`config.mk`:
```
export PLATFORM = sky130hd
export DESIGN_NAME = mnist_sequencer
export DESIGN_NICKNAME = d
export VERILOG_FILES = /design/src/rtl/mnist_sequencer.sv
export SDC_FILE = /design/constraint.sdc
export NUM_CORES = 2
export LEC_CHECK = 0
export CORE_MARGIN = 1
export CORE_UTILIZATION = 40
export CTS_CLUSTER_SIZE = 10
export DETAILED_ROUTE_END_ITERATION = 8
export GPL_TIMING_DRIVEN = 0
export PLACE_DENSITY_LB_ADDON = 0.12
export SKIP_CTS_REPAIR_TIMING = 1
export SYNTH_ARGS = -nofsm -noshare
export SYNTH_HDL_FRONTEND = slang
export SYNTH_SLANG_ARGS = --single-unit
```
`constraint.sdc`:
```
create_clock -name clk -period 13.65 [get_ports clk]
set_input_delay 2.0475 -clock clk [delete_from_list [all_inputs] [get_ports clk]]
set_output_delay 2.0475 -clock clk [all_outputs]
set_load 0.05 [all_outputs]
```
`src/rtl/mnist_sequencer.sv`:
```
// Time-multiplexed MNIST inference controller: 784->128 dense, ReLU, 128->10 dense, argmax on one MAC.
// Build option: define MNIST_SEQ_RELU_EN to clamp hidden activations at zero (otherwise linear).
module mnist_sequencer #(
   parameter int unsigned IN_SIZE  = 784,
   parameter int unsigned HID_SIZE = 128,
   parameter int unsigned OUT_SIZE = 10,
   parameter int unsigned ADDR_W   = 17,
   parameter int unsigned IDX_W    = 4
) (
   input  logic              clk,
   input  logic              rst,
   input  logic              start,
   output logic              busy,
   output logic              done,
   output logic [IDX_W-1:0]  class_idx,
   output logic [31:0]       class_score,
   output logic [ADDR_W-1:0] img_addr,
   input  logic [31:0]       img_rdata,
   output logic              w_sel,
   output logic [ADDR_W-1:0] w_addr,
   input  logic [31:0]       w_rdata,
   output logic              hid_we,
   output logic [ADDR_W-1:0] hid_addr,
   output logic [31:0]       hid_wdata,
   input  logic [31:0]       hid_rdata
);

   localparam logic [ADDR_W-1:0] K1_LAST  = ADDR_W'(IN_SIZE - 1);
   localparam logic [ADDR_W-1:0] J1_LAST  = ADDR_W'(HID_SIZE - 1);
   localparam logic [ADDR_W-1:0] K2_LAST  = ADDR_W'(HID_SIZE - 1);
   localparam logic [ADDR_W-1:0] J2_LAST  = ADDR_W'(OUT_SIZE - 1);
   localparam logic [ADDR_W-1:0] HID_STEP = ADDR_W'(HID_SIZE);
   localparam logic [ADDR_W-1:0] OUT_STEP = ADDR_W'(OUT_SIZE);

   typedef enum logic [2:0] {
      S_IDLE, S_L1_MAC, S_L1_WB, S_L2_MAC, S_L2_CMP, S_DONE
   } state_t;

   state_t             r_state;
   state_t             w_next;
   logic [ADDR_W-1:0]  r_k;
   logic [ADDR_W-1:0]  r_j;
   logic [31:0]        r_acc;
   logic [31:0]        r_best;
   logic [IDX_W-1:0]   r_best_idx;
   logic               r_busy;
   logic               r_done;
   logic [IDX_W-1:0]   r_class_idx;
   logic [31:0]        r_class_score;
   logic [ADDR_W-1:0]  r_img_addr;
   logic               r_w_sel;
   logic [ADDR_W-1:0]  r_w_addr;
   logic               r_hid_we;
   logic [ADDR_W-1:0]  r_hid_addr;

   logic [31:0]        w_opa;
   logic [31:0]        w_prod;
   logic               w_add_en;
   logic [31:0]        w_sum;
   logic [31:0]        w_act;
   logic               w_better;

   // State register
   always_ff @(posedge clk or posedge rst) begin
      if (rst) r_state <= S_IDLE;
      else     r_state <= w_next;
   end

   // Next-state logic
   always_comb begin
      w_next = r_state;
      case (r_state)
         S_IDLE:   if (start) w_next = S_L1_MAC;
         S_L1_MAC: if (r_k == K1_LAST) w_next = S_L1_WB;
         S_L1_WB:  w_next = (r_j == J1_LAST) ? S_L2_MAC : S_L1_MAC;
         S_L2_MAC: if (r_k == K2_LAST) w_next = S_L2_CMP;
         S_L2_CMP: w_next = (r_j == J2_LAST) ? S_DONE : S_L2_MAC;
         S_DONE:   w_next = S_IDLE;
         default:  w_next = S_IDLE;
      endcase
   end

   // MAC datapath: the product of the previous issue lands this cycle (none at k=0)
   always_comb begin
      w_opa    = (r_state == S_L2_MAC || r_state == S_L2_CMP) ? hid_rdata : img_rdata;
      w_prod   = w_opa * w_rdata;
      w_add_en = (r_state == S_L1_WB) || (r_state == S_L2_CMP) ||
                 (((r_state == S_L1_MAC) || (r_state == S_L2_MAC)) && (r_k != '0));
      w_sum    = r_acc + (w_add_en ? w_prod : 32'd0);
`ifdef MNIST_SEQ_RELU_EN
      w_act    = ($signed(w_sum) > 32'sd0) ? w_sum : 32'd0;
`else
      w_act    = w_sum;
`endif
      w_better = (r_j == '0) || ($signed(w_sum) > $signed(r_best));
   end

   // Counters, accumulator, argmax tracker and registered outputs
   always_ff @(posedge clk or posedge rst) begin
      if (rst) begin
         r_k           <= '0;
         r_j           <= '0;
         r_acc         <= '0;
         r_best        <= '0;
         r_best_idx    <= '0;
         r_busy        <= 1'b0;
         r_done        <= 1'b0;
         r_class_idx   <= '0;
         r_class_score <= '0;
         r_img_addr    <= '0;
         r_w_sel       <= 1'b0;
         r_w_addr      <= '0;
         r_hid_we      <= 1'b0;
         r_hid_addr    <= '0;
      end else begin
         case (r_state)
            S_IDLE: begin
               r_done <= 1'b0;
               if (start) begin
                  r_busy     <= 1'b1;
                  r_k        <= '0;
                  r_j        <= '0;
                  r_acc      <= '0;
                  r_img_addr <= '0;
                  r_w_addr   <= '0;
                  r_w_sel    <= 1'b0;
                  r_hid_addr <= '0;
               end
            end
            S_L1_MAC: begin
               r_acc <= w_sum;
               if (r_k == K1_LAST) begin
                  r_hid_we   <= 1'b1;
                  r_hid_addr <= r_j;
               end else begin
                  r_k        <= r_k + 1'b1;
                  r_img_addr <= r_k + 1'b1;
                  r_w_addr   <= r_w_addr + HID_STEP;
               end
            end
            S_L1_WB: begin
               r_hid_we   <= 1'b0;
               r_acc      <= '0;
               r_k        <= '0;
               r_img_addr <= '0;
               if (r_j == J1_LAST) begin
                  r_j        <= '0;
                  r_w_sel    <= 1'b1;
                  r_w_addr   <= '0;
                  r_hid_addr <= '0;
               end else begin
                  r_j        <= r_j + 1'b1;
                  r_w_addr   <= r_j + 1'b1;
               end
            end
            S_L2_MAC: begin
               r_acc <= w_sum;
               if (r_k != K2_LAST) begin
                  r_k        <= r_k + 1'b1;
                  r_hid_addr <= r_k + 1'b1;
                  r_w_addr   <= r_w_addr + OUT_STEP;
               end
            end
            S_L2_CMP: begin
               r_acc      <= '0;
               r_k        <= '0;
               r_hid_addr <= '0;
               if (w_better) begin
                  r_best     <= w_sum;
                  r_best_idx <= IDX_W'(r_j);
               end
               if (r_j == J2_LAST) begin
                  r_busy        <= 1'b0;
                  r_done        <= 1'b1;
                  r_class_idx   <= w_better ? IDX_W'(r_j) : r_best_idx;
                  r_class_score <= w_better ? w_sum : r_best;
                  r_w_addr      <= '0;
                  r_w_sel       <= 1'b0;
               end else begin
                  r_j      <= r_j + 1'b1;
                  r_w_addr <= r_j + 1'b1;
               end
            end
            S_DONE: begin
               r_done <= 1'b0;
            end
            default: begin
               r_done   <= 1'b0;
               r_hid_we <= 1'b0;
            end
         endcase
      end
   end

   assign busy        = r_busy;
   assign done        = r_done;
   assign class_idx   = r_class_idx;
   assign class_score = r_class_score;
   assign img_addr    = r_img_addr;
   assign w_sel       = r_w_sel;
   assign w_addr      = r_w_addr;
   assign hid_we      = r_hid_we;
   assign hid_addr    = r_hid_addr;
   // Final sum is only complete in the write-back cycle, so the write data is combinational
   assign hid_wdata   = w_act;

endmodule

```
==> results.sh <==
export IMPL_outcome="finished, final reports clean"
export IMPL_utilization_pct=47.7
export IMPL_required_time_reported_for_the_critical_path_endpoint_ns=11.60
export IMPL_cts_tree="yes"
export IMPL_cp_slowest_cell="clkdlybuf4s50_1"
export IMPL_starting_density_pct=40.7
export IMPL_route_detailed_drc=0
export IMPL_final_hold_violation_count=0
export IMPL_port_buffer_count=218
export IMPL_final_period_utilization_pct=98.0
export IMPL_worst_hold_path_type="reg2reg"
export IMPL_r2r_cells=47
export IMPL_grt_antenna_before_repair=7
export IMPL_die_area_sq_mm=0.0711
export IMPL_startpoint_of_the_worst_setup_timing_path="w_rdata[12]"
export IMPL_most_common_layout_cells="inv_1, fa_1, nand2_1"
export IMPL_top_level_ports=222
export IMPL_wl_per_cell_microns=23.1
export IMPL_path_clk_slew_ns=0.07
export IMPL_max_slew_margin_rel_pct=37.1
export IMPL_first_global_vias=24200
export IMPL_post_route_cells_drive_above_1_share_pct=8.05
export IMPL_preCtsSetupSlack_ns=-2.65
export IMPL_syn_instance_count=3106
export IMPL_clk_root_buffer_cell="clkbuf_16"
export IMPL_mostFrequentLayoutCell="inv_1"
export IMPL_final_setup_worst_slack_ns=0.270
export IMPL_count_of_nets_left_with_antenna_violations_after_detail_routing=0
export IMPL_critPathKind="in2out"
export IMPL_grt_pass1_wl_microns=150000
export IMPL_avgViaCountPerCell=5.40
export IMPL_die_width_microns=267
export IMPL_critical_path_top_cell_by_count="fa_1"
export IMPL_slew_viol_final=0
export IMPL_crit_path_max_fanout=10
export IMPL_worst_path_max_stage_delay_ns=0.62
export IMPL_r2r_end="r_best[16]"
export IMPL_rr_startpoint="r_state[0]"
export IMPL_cp_endpoint="hid_wdata[31]"
export IMPL_final_cell_area_sq_mm=0.0329
export IMPL_die_y_microns=267
export IMPL_worst_slew_pin_transition_ns=0.942
export IMPL_site_rows=96
export IMPL_synthArstFlopShare_pct=100
export IMPL_yosysSeqAreaShare_pct=17.5
export IMPL_fmax_mhz=74.7
export IMPL_end_kind="output port"
export IMPL_filler_instances=6680
export IMPL_synth_ff_latch_count=196
export IMPL_compound_gate_portion_of_the_synthesized_area_pct=11.3
export IMPL_detailedPlacementHpwl_microns=80800
export IMPL_first_pass_iters=5
export IMPL_reg2reg_slack_ns=0.92
export IMPL_numClockSinks=196
export IMPL_yosys_area_share_adder_pct=37.8
export IMPL_synth_mux_area_fraction_pct=2.79
export IMPL_placedCellCount=4257
export IMPL_area_delta_synth_final_pct=17.4
export IMPL_dr_first_iter_drc_count=1749
export IMPL_core_area_sq_mm=0.0689
export IMPL_worst_setup_path_start_kind="primary input"
export IMPL_synth_distinct_cells=77
export IMPL_route_final_wire_length_microns=99700
export IMPL_mappedNetlistNets=3807
export IMPL_clock_skew_ns=0.0130
export IMPL_numCtsBuffers=17
export IMPL_synth_warning_count=0
export IMPL_place_area_sq_mm=0.0314
export IMPL_grt_overflow_total=0
export IMPL_synth_top_family_by_area="adder cells"
export IMPL_setup_violations_final=0
export IMPL_synth_simple_area_share_pct=17.0
export IMPL_number_of_levels_the_h_tree_was_split_into=4
export IMPL_routed_via_count=23300
export IMPL_clk_insertion_delay_late_ns=0.47
export IMPL_cap_violations=0
export IMPL_post_synth_xor_area_fraction_pct=4.80
export IMPL_groute_usage_overall_pct=28.3
export IMPL_critPathArrivalTime_ns=11.33
export IMPL_primary_flip_flop_cell_chosen_by_synthesis_mapping="dfrtp_1"
export IMPL_largest_net_degree_at_the_start_of_global_routing=124
export IMPL_cts_buffer_depth=2
export IMPL_finalCriticalPeriod_ns=13.38
export IMPL_hold_path_cell_count=2
export IMPL_number_of_synthesized_flops_with_an_enable_pin=0
export IMPL_synth_area_per_cell_sq_um=9.03
export IMPL_mappedNetlistArea_sq_mm=0.0280
export IMPL_finish_net_count=4066
export IMPL_layoutNonFillerInstCount=4311
export IMPL_gp_congestion=0.951
[area by class of cell]
| type | count | area, sq um | share of cell area, % |
|---|---|---|---|
| well taps | 931 | 1160 | 3.54 |
| flip-flops and latches | 196 | 4900 | 14.9 |
| plain buffers | 161 | 860 | 2.61 |
| repair buffers | 247 | 2450 | 7.44 |
| clock inverters | 14 | 136 | 0.415 |
| inverters | 473 | 1780 | 5.42 |
| clock buffers | 18 | 439 | 1.33 |
| multi-input cells | 2269 | 21200 | 64.3 |
| diodes | 2 | 5.00 | 0.0152 |
[per-stage QoR]
stage / hold WS [ns] / setup TNS [ns]
global placement: 0.472 / -237.78
finish: 0.480 / 0
floorplan: 0.456 / 0
CTS: 0.486 / -159.24
global route: 0.511 / -0.389
detailed placement: 0.469 / -189.95
[cells by family after synthesis]
kind of cell | after synthesis
DFF | 196
buffers and inverters | 641
AOI/OAI and AO/OA | 488
and+or+nand+nor | 968
adders and majority gates | 602
xor gates and xnor gates | 137
muxes | 74
[worst max-delay path, delay by kind of cell]
| kind | cells | cell delay, ns |
|---|---|---|
| AO/OA/AOI/OAI | 6 | 1.23 |
| XOR/XNOR | 2 | 0.53 |
| adder cells (fa/ha/maj) | 10 | 4.84 |
| buffers and inverters | 9 | 2.12 |
| AND/OR/NAND/NOR | 5 | 0.55 |
[worst min-delay path by stage]
stage                      endpoint       startpoint
floorplan                  r_acc[0]         r_acc[0]
global placement           r_acc[0]         r_acc[0]
detailed placement  class_score[15]  class_score[15]
CTS                 class_score[15]  class_score[15]
global route            img_addr[9]      img_addr[9]
finish              class_score[15]  class_score[15]
[flip-flops by register name, indices dropped and copies added (netlist names)]
signal and flops:
done 1, img_addr 17, w_sel 1, busy 1, r_state 3, class_idx 4, r_best 32, r_j 17
class_score 32, w_addr 17, hid_addr 17, hid_we 1, r_best_idx 4, r_k 17, r_acc 32
[synthesized netlist by cell type, types with 5 or more instances]
| cell | count | area (sq um) |
|---|---|---|
| o211ai_1 | 9 | 67.6 |
| or3_1 | 5 | 31.3 |
| a21o_1 | 41 | 308 |
| fa_1 | 409 | 8190 |
| and2_1 | 252 | 1580 |
| o31ai_1 | 16 | 120 |
| nor2b_1 | 21 | 131 |
| a32o_1 | 14 | 140 |
| dfrtp_1 | 196 | 4900 |
| o21bai_1 | 15 | 113 |
| o21ai_0 | 173 | 866 |
| a221o_1 | 13 | 130 |
| xnor2_1 | 77 | 674 |
| buf_1 | 6 | 22.5 |
| clkbuf_1 | 138 | 518 |
| nor4_1 | 10 | 62.6 |
| nor2_1 | 120 | 450 |
| inv_1 | 471 | 1770 |
| nand4_1 | 14 | 87.6 |
| xor2_1 | 49 | 429 |
| buf_2 | 16 | 80.1 |
| o221a_2 | 11 | 124 |
| o22ai_1 | 5 | 31.3 |
| nand2_1 | 394 | 1480 |
| a22o_1 | 39 | 342 |
| a31oi_1 | 14 | 87.6 |
| o21a_1 | 10 | 75.1 |
| mux2i_1 | 40 | 400 |
| mux2_2 | 34 | 383 |
| and3_1 | 44 | 275 |
| a21oi_1 | 90 | 450 |
| nand2b_1 | 15 | 93.8 |
| nand3_1 | 43 | 215 |
| xnor3_1 | 10 | 225 |
| ha_1 | 193 | 2410 |
| nor3_1 | 14 | 70.1 |
| nor3b_1 | 20 | 150 |
[layer usage]
layer | vias to the layer above | track usage (%) | wire, microns
met3 | 152 | 4.34 | 6720
met2 | 803 | 46.3 | 46800
li1 | 10500 | - | -
met5 | - | 0 | 11
met4 | 2 | 10.1 | 3350
met1 | 11900 | 38.1 | 42800
Power is left out: the tool's default activity adds up to more than one toggle a clock period on the data nets, which glitch-free logic cannot reach.
